$ cat src/rtl/pipe_pkg.sv
// Shared state and occupancy encodings for the skid-buffered pipeline stage.
package pipe_pkg;

   typedef enum logic [1:0] {
      EMPTY = 2'd0,
      HALF  = 2'd1,
      FULL  = 2'd2
   } skid_state_t;

   localparam logic [1:0] OCC_EMPTY = 2'd0;
   localparam logic [1:0] OCC_HALF  = 2'd1;
   localparam logic [1:0] OCC_FULL  = 2'd2;

   function automatic logic [1:0] occ_of(input skid_state_t s);
      case (s)
         HALF:    occ_of = OCC_HALF;
         FULL:    occ_of = OCC_FULL;
         default: occ_of = OCC_EMPTY;
      endcase
   endfunction

endpackage

$ cat src/rtl/pipe_skid_ctrl.sv
// Control for the two-entry skid stage: occupancy FSM, register load selects, flush-drop counter.
// Handshake outputs are flops loaded from the next-state decode, so no input reaches them combinationally.
module pipe_skid_ctrl
   import pipe_pkg::*;
#(
   parameter int CNT_W = 8
) (
   input  logic             clk,
   input  logic             reset,
   input  logic             flush,
   input  logic             in_valid,
   input  logic             out_ready,
   output logic             in_ready,
   output logic             out_valid,
   output logic [1:0]       occupancy,
   output logic [CNT_W-1:0] drop_count,
   output logic             main_ld_in,
   output logic             main_ld_skid,
   output logic             main_clr,
   output logic             skid_ld,
   output logic             skid_clr
);

   skid_state_t      state;
   skid_state_t      state_nxt;
   logic             in_fire;
   logic             out_fire;
   logic [1:0]       drop_inc;
   logic [CNT_W:0]   drop_sum;

   assign in_fire  = in_valid & in_ready;
   assign out_fire = out_valid & out_ready;

   always_comb begin
      state_nxt    = state;
      main_ld_in   = 1'b0;
      main_ld_skid = 1'b0;
      main_clr     = 1'b0;
      skid_ld      = 1'b0;
      skid_clr     = 1'b0;
      case (state)
         EMPTY: begin
            if (in_fire) begin
               state_nxt  = HALF;
               main_ld_in = 1'b1;
            end
         end
         HALF: begin
            if (in_fire && out_fire) begin
               main_ld_in = 1'b1;
            end else if (in_fire) begin
               state_nxt = FULL;
               skid_ld   = 1'b1;
            end else if (out_fire) begin
               state_nxt = EMPTY;
               main_clr  = 1'b1;
            end
         end
         FULL: begin
            if (out_fire) begin
               state_nxt    = HALF;
               main_ld_skid = 1'b1;
               skid_clr     = 1'b1;
            end
         end
         default: state_nxt = EMPTY;
      endcase
      // Flush overrides every load; an out_fire this cycle has already been delivered.
      if (flush) begin
         state_nxt    = EMPTY;
         main_ld_in   = 1'b0;
         main_ld_skid = 1'b0;
         skid_ld      = 1'b0;
         main_clr     = 1'b1;
         skid_clr     = 1'b1;
      end
   end

   // out_fire implies occupancy >= 1, so this never underflows.
   assign drop_inc = occupancy - {1'b0, out_fire};
   assign drop_sum = {1'b0, drop_count} + (CNT_W+1)'(drop_inc);

   always_ff @(posedge clk) begin
      if (reset) begin
         state      <= EMPTY;
         in_ready   <= 1'b1;
         out_valid  <= 1'b0;
         occupancy  <= OCC_EMPTY;
         drop_count <= '0;
      end else begin
         state     <= state_nxt;
         in_ready  <= (state_nxt != FULL);
         out_valid <= (state_nxt != EMPTY);
         occupancy <= occ_of(state_nxt);
         if (flush) begin
            drop_count <= drop_sum[CNT_W] ? {CNT_W{1'b1}} : drop_sum[CNT_W-1:0];
         end
      end
   end

endmodule

$ cat src/rtl/pipe_stage_skid.sv
// Pipeline-stage register with valid/ready handshake, one-entry skid buffer and synchronous flush.
// One cycle latency; when downstream stalls, one extra beat is absorbed before in_ready drops.
module pipe_stage_skid
   import pipe_pkg::*;
#(
   parameter int               WIDTH     = 171,
   parameter logic [WIDTH-1:0] NOP_VALUE = {WIDTH{1'b0}},
   parameter int               CNT_W     = 8
) (
   input  logic             clk,
   input  logic             reset,
   input  logic             flush,
   input  logic             in_valid,
   output logic             in_ready,
   input  logic [WIDTH-1:0] in_data,
   output logic             out_valid,
   input  logic             out_ready,
   output logic [WIDTH-1:0] out_data,
   output logic [1:0]       occupancy,
   output logic [CNT_W-1:0] drop_count
);

   logic [WIDTH-1:0] main_q;
   logic [WIDTH-1:0] skid_q;
   logic             main_ld_in;
   logic             main_ld_skid;
   logic             main_clr;
   logic             skid_ld;
   logic             skid_clr;

   pipe_skid_ctrl #(
      .CNT_W (CNT_W)
   ) u_ctrl (
      .clk          (clk),
      .reset        (reset),
      .flush        (flush),
      .in_valid     (in_valid),
      .out_ready    (out_ready),
      .in_ready     (in_ready),
      .out_valid    (out_valid),
      .occupancy    (occupancy),
      .drop_count   (drop_count),
      .main_ld_in   (main_ld_in),
      .main_ld_skid (main_ld_skid),
      .main_clr     (main_clr),
      .skid_ld      (skid_ld),
      .skid_clr     (skid_clr)
   );

   always_ff @(posedge clk) begin
      if (reset) begin
         main_q <= NOP_VALUE;
         skid_q <= NOP_VALUE;
      end else begin
         if (main_clr) begin
            main_q <= NOP_VALUE;
         end else if (main_ld_in) begin
            main_q <= in_data;
         end else if (main_ld_skid) begin
            main_q <= skid_q;
         end
         if (skid_clr) begin
            skid_q <= NOP_VALUE;
         end else if (skid_ld) begin
            skid_q <= in_data;
         end
      end
   end

   assign out_data = main_q;

endmodule

$ cat config.mk
export PLATFORM = sky130hd
export DESIGN_NAME = pipe_stage_skid
export DESIGN_NICKNAME = d
export VERILOG_FILES = /design/src/rtl/pipe_pkg.sv /design/src/rtl/pipe_skid_ctrl.sv /design/src/rtl/pipe_stage_skid.sv
export SDC_FILE = /design/constraint.sdc
export NUM_CORES = 1
export LEC_CHECK = 0
export ABC_AREA = 1
export ABC_CLOCK_PERIOD_IN_PS = 2150
export BUFFER_PORTS_ARGS = -buffer_cell sky130_fd_sc_hd__buf_2
export CAP_MARGIN = 20
export CORE_MARGIN = 4
export CORE_UTILIZATION = 50
export DETAILED_ROUTE_END_ITERATION = 8
export PLACE_DENSITY = 0.75
export SYNTH_ARGS = -nofsm -noshare
export SYNTH_HDL_FRONTEND = slang
export SYNTH_SLANG_ARGS = --single-unit
$ cat constraint.sdc
create_clock -name clk -period 2.15 [get_ports clk]
set_clock_uncertainty 0.1 [all_clocks]
set_input_delay 0.1075 -clock clk [delete_from_list [all_inputs] [get_ports clk]]
set_output_delay 0.1075 -clock clk [all_outputs]
set_load 0.02 [all_outputs]
==> qor.yml <==
clocking:
  root_buffer: "clkbuf_16"
  clk_pin_slew_ps: 60
  htreeDepth: 2
  clk_latency_ps: 520
  cts_tree: "built"
  clk_path_buf_depth: 3
  cts_buffers: 38
  numClockSinks: 356
global_route:
  grt_pass1_vias: 14900
  use_met3_pct: 5.03
  use_met2_pct: 43.8
  antenna_found_initial: 2
  grt-ovfl-total: 0
  grt_pass1_wl_mm: 73.1
  grt_max_degree: 117
  busiest_layer: "met2"
  grt.total_usage_pct: 26.3
  met1_usage_pct: 33.1
status:
  status: "finished clean"
pwr:
  fin_total_pwr_mw: 15.4
  leakage_nw: 8.90
  ir_drop_mv: 0.612
  power_density_mw_per_mm2: 763
setup_path:
  crit_path_cell_trace: "nand2_2 -> inv_1 -> ha_1 -> inv_2 -> ha_4 -> fa_2 -> nand2_1 -> nor2_1 -> nand4_1 -> buf_4 -> a31oi_1"
  path_max_fanout: 5
  crit_required_ps: 2440
  crit_arrival_ps: 2290
  path_class: "reg -> reg"
  critPathMaxStageDelay_ps: 360
  critPathTopFamily: "adder cells"
  rr_startpoint: "u_ctrl.out_valid"
  cp_slowest_cell: "fa_2"
  critPathLaunch: "u_ctrl.out_valid"
  cp-start-kind: "flop"
  cp.buffers_inverters: 3
  crit_path_end_kind: "flop"
synthesis:
  synth_area_mm2: 0.0149
  synth.area.top_cells: "dfxtp_1 (48%), nand2_1 (22%), nor2_1 (13%)"
  syn_area_per_cell_um2: 6.54
  yosysTopAreaCellShare_pct: 47.7
  async_reset_ff_share_pct: 0
  synth_edf_count: 0
  ys_warn_count: 0
  synth_cells: 2283
  yosys.cell_types.count: 24
  synth_area_leader_cell: "dfxtp_1"
  synthTopCellsByCount: "nand2_1 (878), nor2_1 (526), dfxtp_1 (356), inv_1 (181), a21oi_1 (176)"
  post-synth-top-count-cell: "nand2_1"
  syn_nets: 2463
  synthFlopType: "dfxtp_1"
  ys_ff_latch: 356
  synth_seq_area_share_pct: 47.7
placed_design:
  globalplace.congestion: 0.830
  dp_hpwl_mm: 25.9
  portBuffers: 358
sta:
  hold_violations: 0
  finalMaxSlewViolations: 0
  fmax_mhz: 498
  setup_viol_count_final: 0
  setup_tns_ps: 0
  timing.final.crit_share_pct: 93.4
  rsz0062_at_grt: "false"
  relSlewSlack_pct: 58.7
  worst_slew_pin_slew_ps: 620
  fin_crit_ps: 2010
drt:
  postRouteAntennaNets: 0
  dr.pass1.iters: 5
  routed_wl_mm: 45.1
  viasPerCell: 4.89
  avgRoutedWirePerCell_um: 14.2
  vias: 15500
  dr.first_iter.drc_count: 1240
  route.detailed.drc: 0
floorplan:
  initial_utilization_pct: 50.5
  num_rows: 63
  die_w_um: 181
  coreArea_mm2: 0.0296
  die_area_mm2: 0.0327
  ios: 359
  die_h_um: 181
flow_run:
  drv_cap: 0
min_path:
  min-delay-start: "in_valid"
  hp-class: "in -> reg"
cells_and_area:
  layout-drive-gt1-share_pct: 16.6
  fillers: 2375
  nets: 2930
  area_delta_synth_final_pct: 34.7
-- layer usage --
metal,routed length [um],part of all wire (%)
met5,0,0
met4,2160,4.8
met3,3400,7.5
met2,21400,48
met1,18100,40
-- power breakdown --
part	switching [mW]	internal (mW)	leakage (nW)	total (mW)
Combinational	0.842	0.606	5.35	1.45
Clock	2.67	4.49	0.670	7.16
Sequential	0.0601	6.69	2.88	6.75
-- kinds of logic (layout without fill, tap and decap cells) --
group                      after synthesis  count (layout)  synth area share [%]
xor gates and xnor gates                 3               3                 0.176
buffers and inverters                  316             810                  9.59
AOI/OAI and AO/OA                      182             182                  6.13
DFF                                    356             356                  47.7
adders and majority gates                4               4                 0.385
other                                    0               2                     0
and+or+nand+nor                       1422            1422                  36.0
-- stage by stage --
step           hold WS (ps)  area [um2]  worst slack [ps]  std cells  utilization [%]
3_3_place_gp            269       17000               105       2926             57.4
3_5_place_dp            273       17000              61.7       2926             57.4
2_1_floorplan           150       14900               107       2283                -
5_1_grt                72.1       20100              23.6       3169             68.1
4_1_cts                26.8       20100              43.8       3166             67.9
6_report               57.7       20100               142       3169             68.1
-- area by class of cell --
cell class                      instances  area, um2  share of cell area [%]
Antenna cell                            2       5.00                  0.0249
Clock buffer                           49       1070                    5.34
Clock inverter                         18        302                    1.50
Inverter                              187        717                    3.56
Multi-Input combinational cell       1611       6450                    32.1
Sequential cell                       356       7130                    35.4
Tap cell                              390        488                    2.43
Timing Repair Buffer                  556       3950                    19.6
-- placed cells by master (no fill, tap or decap) --
master / netlist / layout
buf_12: 0 / 19
nand2_8: 0 / 1
nand3_4: 0 / 3
bufinv_16: 0 / 8
clkinv_1: 1 / 1
xor2_1: 3 / 2
buf_4: 27 / 5
nand4_1: 6 / 6
a31oi_1: 2 / 2
diode_2: 0 / 2
buf_2: 52 / 358
ha_4: 0 / 1
nand3_2: 1 / 1
nor3_1: 1 / 1
xor2_2: 0 / 1
clkinvlp_4: 0 / 3
clkbuf_1: 36 / 4
nor2_1: 526 / 526
inv_4: 2 / 2
a21oi_2: 0 / 1
inv_1: 181 / 180
nand3_1: 9 / 6
a21oi_1: 176 / 175
buf_6: 10 / 1
dlygate4sd3_1: 0 / 173
ha_1: 3 / 2
clkbuf_16: 0 / 39
o21ai_0: 3 / 3
nand2_1: 878 / 877
nand2_2: 1 / 1
clkbuf_8: 0 / 6
fa_2: 0 / 1
inv_2: 3 / 2
inv_6: 0 / 3
clkinv_2: 0 / 6
o211ai_1: 1 / 1
dfxtp_1: 356 / 356
-- repair_timing --
action	4_1_cts	5_1_grt
resized for setup	0	9
endpoints found under the hold margin	354	0
hold buffers	173	0
endpoints found under the setup margin	0	30
buffers inserted	0	1
-- state kept, by name (all words and copies together) (netlist names) --
register and flops:
skid_q 171, out_data 171, u_ctrl.in_ready 1, u_ctrl.state 2, u_ctrl.drop_count 8, u_ctrl.out_valid 1
u_ctrl.occupancy 2
-- worst min-delay path, cell delays in order --
cell and delay [ps]:
buf_2 90, nand2_1 90, nand2_1 90, o211ai_1 140
nor2_1 100
-- worst paths after layout --
kind / depth (start not counted) / end / slack, ps
min reg2reg: 2 / skid_q[131] / 360
max reg2reg: 11 / u_ctrl.drop_count[0] / 140
min: 5 / u_ctrl.state[0] / 60
max: 11 / u_ctrl.drop_count[0] / 140
No activity file was read; power rests on OpenSTA's default activity.
